<file path="src/rtl/pwm_pkg.sv">
// rtl/pwm_pkg.sv - shared PWM generator/capture types and default widths
//
// Purpose: capture FSM state encoding and the counter/divider widths that the
//          PWM generator and pwm_capture agree on.
// Ports:   none (package).

package pwm_pkg;

   localparam int PWM_CNT_W = 16;
   localparam int PWM_DIV_W = 8;

   typedef enum logic [1:0] {
      IDLE = 2'd0,
      HIGH = 2'd1,
      LOW  = 2'd2
   } pwm_state_t;

endpackage

</file>
<file path="src/rtl/pwm_edge_sync.sv">
// rtl/pwm_edge_sync.sv - pin synchronizer with rise/fall edge detection
//
// Purpose: brings an asynchronous pin into the clock domain and flags edges.
// Ports:
//   clock   input   system clock
//   reset   input   asynchronous, active-high
//   pin_i   input   asynchronous pin
//   rise_o  output  synchronized level went 0 -> 1 this cycle
//   fall_o  output  synchronized level went 1 -> 0 this cycle

module pwm_edge_sync #(
   parameter int SYNC_STAGES = 2
) (
   input  logic clock,
   input  logic reset,
   input  logic pin_i,
   output logic rise_o,
   output logic fall_o
);

   logic [SYNC_STAGES-1:0] sync_q;
   logic                   hist_q;
   logic                   level;

   always_ff @(posedge clock or posedge reset) begin
      if (reset) begin
         sync_q <= '0;
         hist_q <= 1'b0;
      end else begin
         sync_q <= {sync_q[SYNC_STAGES-2:0], pin_i};
         hist_q <= sync_q[SYNC_STAGES-1];
      end
   end

   assign level  = sync_q[SYNC_STAGES-1];
   assign rise_o = level & ~hist_q;
   assign fall_o = ~level & hist_q;

endmodule

</file>
<file path="src/rtl/pwm_capture.sv">
// rtl/pwm_capture.sv - PWM input capture: high time and period in prescaled ticks
//
// Purpose: measures the high time and period of an external PWM pin in ticks of
//          div clocks, reporting both on a one-cycle valid strobe.
// Ports:
//   clock        input   system clock
//   reset        input   asynchronous, active-high
//   pwm_in       input   asynchronous PWM pin
//   enable       input   capture enable
//   div          input   clocks per tick, 0 disables capture
//   ovf_clear    input   clears the sticky overflow flag
//   high_count   output  last completed high time, ticks
//   period_count output  last completed period, ticks
//   valid        output  one-cycle pulse when both counts update
//   ovf          output  sticky period overflow

module pwm_capture
   import pwm_pkg::*;
#(
   parameter int CNT_W       = PWM_CNT_W,
   parameter int DIV_W       = PWM_DIV_W,
   parameter int SYNC_STAGES = 2
) (
   input  logic             clock,
   input  logic             reset,
   input  logic             pwm_in,
   input  logic             enable,
   input  logic [DIV_W-1:0] div,
   input  logic             ovf_clear,
   output logic [CNT_W-1:0] high_count,
   output logic [CNT_W-1:0] period_count,
   output logic             valid,
   output logic             ovf
);

   localparam logic [CNT_W-1:0] CNT_ONE = CNT_W'(1);
   localparam logic [DIV_W-1:0] DIV_ONE = DIV_W'(1);

   logic rise;
   logic fall;

   pwm_edge_sync #(
      .SYNC_STAGES(SYNC_STAGES)
   ) u_edge_sync (
      .clock (clock),
      .reset (reset),
      .pin_i (pwm_in),
      .rise_o(rise),
      .fall_o(fall)
   );

   pwm_state_t       state_q, state_d;
   logic [CNT_W-1:0] h_q, h_d;
   logic [CNT_W-1:0] p_q, p_d;
   logic [CNT_W-1:0] high_q, high_d;
   logic [CNT_W-1:0] period_q, period_d;
   logic             valid_q, valid_d;
   logic             ovf_q, ovf_d;
   logic [DIV_W-1:0] pcnt_q, pcnt_d;

   logic             active;
   logic [DIV_W-1:0] phase;
   logic             tick;
   logic             p_full;
   logic             ovf_set;

   assign active = enable && (div != '0);

   // A rising edge restarts the prescaler so tick boundaries line up with the
   // start of each period, which gives ceil() semantics on the counts.
   assign phase  = rise ? '0 : pcnt_q;
   assign tick   = active && (phase == '0);
   assign pcnt_d = !active ? '0 : ((phase == div - DIV_ONE) ? '0 : phase + DIV_ONE);
   assign p_full = (p_q == '1);

   always_comb begin
      state_d  = state_q;
      h_d      = h_q;
      p_d      = p_q;
      high_d   = high_q;
      period_d = period_q;
      valid_d  = 1'b0;
      ovf_set  = 1'b0;

      if (!active) begin
         state_d = IDLE;
         h_d     = '0;
         p_d     = '0;
      end else begin
         unique case (state_q)
            IDLE: begin
               if (rise) begin
                  state_d = HIGH;
                  h_d     = CNT_ONE;
                  p_d     = CNT_ONE;
               end
            end
            HIGH: begin
               if (fall) state_d = LOW;
               if (tick) begin
                  if (p_full) begin
                     ovf_set = 1'b1;
                  end else begin
                     p_d = p_q + CNT_ONE;
                     // The fall cycle belongs to the low phase, so H stops here.
                     if (!fall) h_d = h_q + CNT_ONE;
                  end
               end
            end
            LOW: begin
               if (rise) begin
                  high_d   = h_q;
                  period_d = p_q;
                  valid_d  = 1'b1;
                  h_d      = CNT_ONE;
                  p_d      = CNT_ONE;
                  state_d  = HIGH;
               end else if (tick) begin
                  if (p_full) ovf_set = 1'b1;
                  else        p_d = p_q + CNT_ONE;
               end
            end
            default: state_d = IDLE;
         endcase

         // A period too long to represent is discarded; published counts hold.
         if (ovf_set) begin
            state_d = IDLE;
            h_d     = '0;
            p_d     = '0;
         end
      end

      ovf_d = ovf_set | (ovf_q & ~ovf_clear);
   end

   always_ff @(posedge clock or posedge reset) begin
      if (reset) begin
         state_q  <= IDLE;
         h_q      <= '0;
         p_q      <= '0;
         high_q   <= '0;
         period_q <= '0;
         valid_q  <= 1'b0;
         ovf_q    <= 1'b0;
         pcnt_q   <= '0;
      end else begin
         state_q  <= state_d;
         h_q      <= h_d;
         p_q      <= p_d;
         high_q   <= high_d;
         period_q <= period_d;
         valid_q  <= valid_d;
         ovf_q    <= ovf_d;
         pcnt_q   <= pcnt_d;
      end
   end

   assign high_count   = high_q;
   assign period_count = period_q;
   assign valid        = valid_q;
   assign ovf          = ovf_q;

endmodule

</file>
<file path="config.mk">
export PLATFORM = sky130hd
export DESIGN_NAME = pwm_capture
export DESIGN_NICKNAME = d
export VERILOG_FILES = /design/src/rtl/pwm_pkg.sv /design/src/rtl/pwm_edge_sync.sv /design/src/rtl/pwm_capture.sv
export SDC_FILE = /design/constraint.sdc
export NUM_CORES = 1
export LEC_CHECK = 0
export BUFFER_PORTS_ARGS = -buffer_cell sky130_fd_sc_hd__buf_2
export CORE_MARGIN = 5
export CORE_UTILIZATION = 53
export DETAILED_ROUTE_END_ITERATION = 10
export HOLD_SLACK_MARGIN = 0.06
export PLACE_DENSITY = 0.76
export SYNTH_ARGS = -nofsm -noshare
export SYNTH_HDL_FRONTEND = slang
export SYNTH_SLANG_ARGS = --single-unit
</file>
<file path="constraint.sdc">
create_clock -name clock -period 2.8 [get_ports clock]
set_clock_uncertainty 0.15 [all_clocks]
set_input_delay 0.28 -clock clock [delete_from_list [all_inputs] [get_ports clock]]
set_output_delay 0.28 -clock clock [all_outputs]
set_load 0.01 [all_outputs]
</file>
==> results of run 1 <==
flip-flops by register name, indices dropped and copies added (netlist names):
name                count
period_count           16
u_edge_sync.sync_q      2
h_q                    16
ovf                     1
high_count             16
u_edge_sync.hist_q      1
pcnt_q                  8
valid                   1
state_q                 2
p_q                    16
report_power, final:
| group | internal, mW | switching [mW] |
|---|---|---|
| Combinational | 0.111 | 0.173 |
| Sequential | 1.16 | 0.0195 |
| Clock | 0.421 | 0.444 |
through the flow:
stage                TNS, ns  hold slack, ns
floorplan                  0          0.1614
global placement           0          0.2067
finish                     0          0.2190
CTS                        0          0.2077
global route        -0.08723          0.2209
detailed placement  -0.01500          0.1895
placed cells by master (no fill, tap or decap), types with 12 or more instances in the layout:
master / count
mux2_2: 29
a31oi_1: 22
buf_4: 15
and3_1: 13
nor2_1: 22
nand3_1: 26
nand2_1: 39
o21ai_0: 18
dfrtp_1: 79
buf_2: 46
inv_1: 12
Yosys cell counts, types with 3 or more instances:
library cell / instances
nand2_1: 39
and2_1: 5
nand2b_1: 11
nand4_1: 8
xor2_1: 4
nor3_1: 12
and3_1: 13
ha_1: 10
nor3b_1: 5
a31oi_1: 22
o21ai_1: 3
a21o_1: 10
a21oi_1: 11
nand3_1: 26
nor4_1: 3
a211oi_1: 3
a31oi_2: 9
or3_1: 3
xnor2_1: 8
and4_1: 3
nor2_1: 22
dfrtp_1: 79
buf_2: 6
mux2_2: 29
clkbuf_1: 9
o21ai_0: 18
inv_1: 13
worst max path at each step:
stage                                startpoint      end  depth (start not counted)
after global routing      u_edge_sync.sync_q[1]  p_q[15]                         11
after floorplan           u_edge_sync.sync_q[1]   h_q[5]                         12
after detailed placement     u_edge_sync.hist_q   p_q[7]                          9
final                     u_edge_sync.sync_q[1]  p_q[15]                         11
after CTS                    u_edge_sync.hist_q   p_q[7]                          9
after global placement       u_edge_sync.hist_q   p_q[7]                          9
per-layer routing:
metal  track usage  vias up  routed length [µm]  part of all wire
met5             0        -                   0                 0
met4       0.07248        0                 119             0.012
met3       0.04587       12                 556             0.055
met2        0.3320      124                4903              0.49
met1        0.2925     1772                4457              0.44
li1              -     1695                   -                 -
area by class of cell:
cell class	instances	area [µm²]
Clock buffer	9	123.9
Clock inverter	7	80.08
Fill cell	630	2749
Inverter	13	50.05
Multi-Input combinational cell	314	2247
Sequential cell	79	1977
Tap cell	102	127.6
Timing Repair Buffer	68	452.9
kinds of logic (layout without fill, tap and decap cells):
family	after synthesis	count (layout)	synth area share
AOI/OAI and AO/OA	98	98	0.1702
DFF	79	79	0.4612
xor gates and xnor gates	13	13	0.03006
muxes	30	30	0.07852
adders and majority gates	10	10	0.02919
and+or+nand+nor	163	163	0.2020
buffers and inverters	29	97	0.02890
critical path, cell delays in order (launching register included):
cell and delay [ns]:
dfrtp_1 0.44, nand2b_1 0.16, nand2_1 0.09, ha_1 0.26, nor4b_4 0.15, a22oi_2 0.30
nor2_2 0.11, buf_4 0.21, a211oi_2 0.23, buf_4 0.19, a41oi_1 0.13, a31oi_1 0.16
timing repair:
action | CTS | global route
endpoints found under the setup margin | 8 | 18
gates resized for setup | 2 | 7
hold endpoints to repair | 36 | 0
hold buffers | 3 | 0
buffers inserted | 0 | 0
==> reports/qor.yml, run 1 <==
critical_path:
  worst_ep_arrival_time_ns: 2.78
  cp-start-kind: "flop"
  critPathCaptureType: "flop"
  worstPathMaxFanout: 10
  rr_worst_depth: 11
  required_ns: 2.93
  crit_type: "reg2reg"
  r2r_slack_ns: 0.14
  worstReg2RegEnd: "p_q[15]"
  r2r_start: "u_edge_sync.sync_q[1]"
clock_tree:
  root_buffer: "clkbuf_8"
  clock_latency_ns: 0.35
  cts_buffers: 9
  cts_tree: "yes"
  htreeDepth: 3
  cts.path.max_buffers: 2
  clock-sinks: 79
  clkSlewWorstSetupHoldPaths_ns: 0.09
power_and_ir_drop:
  p_leak_nw: 2.420
  power.total_mw: 2.326
  power_per_cell_area_nw_per_um2: 459.8
  ir_drop_uv: 256.8
hold_path:
  min_to: "u_edge_sync.sync_q[1]"
  holdCritStartpoint: "u_edge_sync.sync_q[0]"
  min_path_type: "reg2reg"
  hold_depth: 0
placement:
  io_buffer_count: 46
  place_ws_ns: -0.01500
  place_area_um2: 4767
  place_congestion: 0.9188
  dp_hpwl_um: 7050
  place_inst: 573
timing:
  setup_violations: 0
  worst_slack_ns: 0.1445
  period_needed_ns: 2.656
  fmax_ghz: 0.3766
  finalMaxSlewViolations: 0
  finalHoldViolCount: 0
  tightest_slew_ns: 0.6029
  slew_headroom: 0.5976
  period_share: 0.9484
final_layout:
  design_area_um2: 5059
  fin_util: 0.6479
  stdcell_count: 592
  antenna_cells: 0
  fin_nets: 508
  area_growth_pct: 18.01
  layout-drive-gt1-share: 0.2714
die:
  die-area_um2: 9987
  io_pins: 47
  core_area_um2: 7807
  fp-row-count: 32
  chipWidth_um: 99.94
  start_util: 0.5490
  die_h_um: 99.94
logic_synthesis:
  ys_seq_elements: 79
  ys_warn_count: 0
  synth_largest_area_cell: "dfrtp_1"
  synth_nets: 445
  synth_top_flop_cell: "dfrtp_1"
  async_flop_share: 1.000
  synth_area_per_cell_um2: 10.16
  ys_types: 59
  ys_seq_area_frac: 0.4612
  syn_area_um2: 4287
  synth_cells: 422
  synth_edf_count: 0
  synth.top_cell.area_share: 0.4612
  synth_area_leaders: "dfrtp_1, mux2_2, nand2_1"
run:
  cap_viol_max_count: 0
drt:
  vias: 3603
  viasPerCell: 6.086
  drtAntennaViolNets: 0
  drc: 0
  first_pass_iters: 5
  drt_iter0_drc: 172
  wl_um: 10040
  wl_per_cell_um: 16.95
status:
  status: "finished clean"
global_route:
  antenna_found_initial: 0
  grt_max_degree: 46
  grtUsageTotal: 0.2119
  grt_pass1_wl_um: 17220
  first_global_vias: 3615
  gr-total-overflow: 0
Power figures use the tool's default switching activity.
==> run 2, diff against run 1 <==
Settings changed: CORE_MARGIN 5 to unset.
Clock period 2.8 ns to 2.35 ns, I/O delays scaled along.
==> reports/qor.yml, run 2 (synthesis gave the netlist of run 1 again) <==
timing:
  period_share: 0.9961  # +0.04772
  fmax_ghz: 0.4272  # +13%
  holdWs_ns: 0.1668  # -0.05214 ns
  slew_headroom: 0.5839  # -0.01370
  rsz0062_at_grt: "yes"
  finalHoldViolCount: 0  # unchanged
  tightest_slew_ns: 0.6241  # +0.02125 ns
  finalMaxSlewViolations: 0  # unchanged
  period_needed_ns: 2.341  # -0.3146 ns
  setup_violations: 0  # unchanged
placement:
  dp_hpwl_um: 7148  # +1.4%
  io_buffer_count: 46  # unchanged
  place_congestion: 0.9364  # +1.9%
  place_inst: 602  # +5.1%
die:
  chipWidth_um: 91.94  # -8.0%
  start_util: 0.5519  # +0.002830
  die-area_um2: 8452  # -15%
  fp-row-count: 32  # unchanged
  die_h_um: 91.94  # -8.0%
  io_pins: 47  # unchanged
  core_area_um2: 7767  # -0.51%
power_and_ir_drop:
  power.total_mw: 2.696  # +16%
  ir_drop_uv: 348.1  # +36%
  power_per_cell_area_nw_per_um2: 503.3  # +9.4%
  p_leak_nw: 2.611  # +7.9%
critical_path:
  worstPathMaxFanout: 8  # -2
  crit_type: "reg2reg"
  crit_path_max_incr_delay_ns: 0.38  # -0.06 ns
  r2r_start: "u_edge_sync.hist_q"
  critPathCaptureType: "flop"
  required_ns: 2.45  # -0.48 ns
  cp-start-kind: "flop"
  slowest_stage: "dfrtp_1"
  timing.critical_path.mode_cell: "a21o_1"
  path_cells: "nand2b_4, nand2_4, ha_4, nor4b_4, a22oi_2, nor2_2, buf_4, a21oi_1, a21o_1, a21o_1"
  worst_ep_arrival_time_ns: 2.44  # -0.34 ns
  crit_start: "u_edge_sync.hist_q"
status:
  status: "finished clean"
drt:
  viasPerCell: 5.939  # -2.4%
  first_pass_iters: 4  # -1
  drc: 0  # unchanged
  wl_per_cell_um: 15.91  # -6.2%
  vias: 3706  # +2.9%
  wl_um: 9928  # -1.1%
  drt_iter0_drc: 258  # +50%
  drtAntennaViolNets: 0  # unchanged
final_layout:
  seqCellArea_um2: 1977  # unchanged
  fin_nets: 541  # +6.5%
  layout_commonest_cell: "dfrtp_1"
  multi_input_area_um2: 2327  # +3.6%
  layout-drive-gt1-share: 0.3372  # +0.06574
  n_fill_cell: 596  # -5.4%
  stdcell_count: 624  # +5.4%
  area_growth_pct: 24.99
  layout_common_cells: "dfrtp_1, buf_4, buf_2"
  antenna_cells: 0  # unchanged
global_route:
  first_global_vias: 3713  # +2.7%
  grt_pass1_wl_um: 17260  # +0.20%
  grt_max_degree: 51  # +11%
  grtUsageTotal: 0.2553  # +0.04342
  antenna_found_initial: 0  # unchanged
  gr-total-overflow: 0  # unchanged
clock_tree:
  clock-sinks: 79  # unchanged
  clock_latency_ns: 0.35  # about the same
  clkSlewWorstSetupHoldPaths_ns: 0.08  # about the same
  cts.path.max_buffers: 2  # unchanged
  cts_buffers: 9  # unchanged
  htreeDepth: 3  # unchanged
  root_buffer: "clkbuf_8"
  cts_tree: "yes"
hold_path:
  holdCritStartpoint: "enable"
  min_path_type: "in2reg"
run:
  cap_viol_max_count: 0  # unchanged
[run 2: changes by cell type in the layout (fill, tap and decap cells not counted), sizes merged]
cell      change
clkinvlp      -1
buf          +33
bufinv        -1
clkbuf        +2
inv           -1
[run 2: worst paths after layout]
path / endpoint / cells after the start / slack [ns]
max: p_q[8] / 10 / 0.009
min: pcnt_q[1] / 4 / 0.17
max reg2reg: p_q[8] / 10 / 0.009
min reg2reg: u_edge_sync.sync_q[1] / 0 / 0.21
max in group asynchronous: period_count[9] / 4 / 1.14
min in group asynchronous: pcnt_q[5] / 4 / 0.39
[run 2: cell type report]
class                      instances  area share
clock inverter                     4    0.005838
multi-input combinational        314      0.4344
inverter                          13    0.009808
sequential                        79      0.3690
timing repair buffer             101      0.1308
clock buffer                      11     0.02639
tap                              102     0.02382
[run 2: metrics by stage]
step | util | setup slack (ns) | area [µm²] | setup TNS (ns)
after floorplan | - | -0.06792 | 4398 | -0.6644
after global placement | 0.6532 | -0.02944 | 5074 | -0.08012
after detailed placement | 0.6532 | -0.09024 | 5074 | -0.9335
after CTS | 0.6840 | -0.005797 | 5313 | -0.006943
after global routing | 0.6898 | -0.1389 | 5358 | -1.424
final | 0.6898 | 0.009094 | 5358 | 0
[run 2: power breakdown]
group | internal (mW) | switching [mW] | total, mW
registers | 1.38 | 0.0185 | 1.40
clock network | 0.413 | 0.482 | 0.895
logic | 0.178 | 0.225 | 0.403
total | 1.97 | 0.726 | 2.70
[run 2: timing repair]
item | CTS | global route
hold endpoints to repair | 81 | 0
setup endpoints to repair | 11 | 31
pin swaps | 1 | 4
gates resized for setup | 4 | 6
cloned | 0 | 0
buffers inserted | 2 | 2
hold buffers | 3 | 0
[run 2: critical path: cells and delay by family, from the launching register on]
family | cells | cell delay [ns]
compound gates | 4 | 0.63
buf+inv | 1 | 0.20
fa+ha+maj | 1 | 0.14
flops | 1 | 0.38
simple gates | 4 | 0.74
[run 2: per-layer routing]
layer  up-vias  global-route usage  share of wire  wire length [µm]
met1      1821              0.3252           0.43              4315
met2       105              0.4347           0.50              5013
li1       1758                   -              -                 -
met3        22             0.05556          0.041               405
met4         0             0.07813          0.020               194
met5         -                   0              0                 0
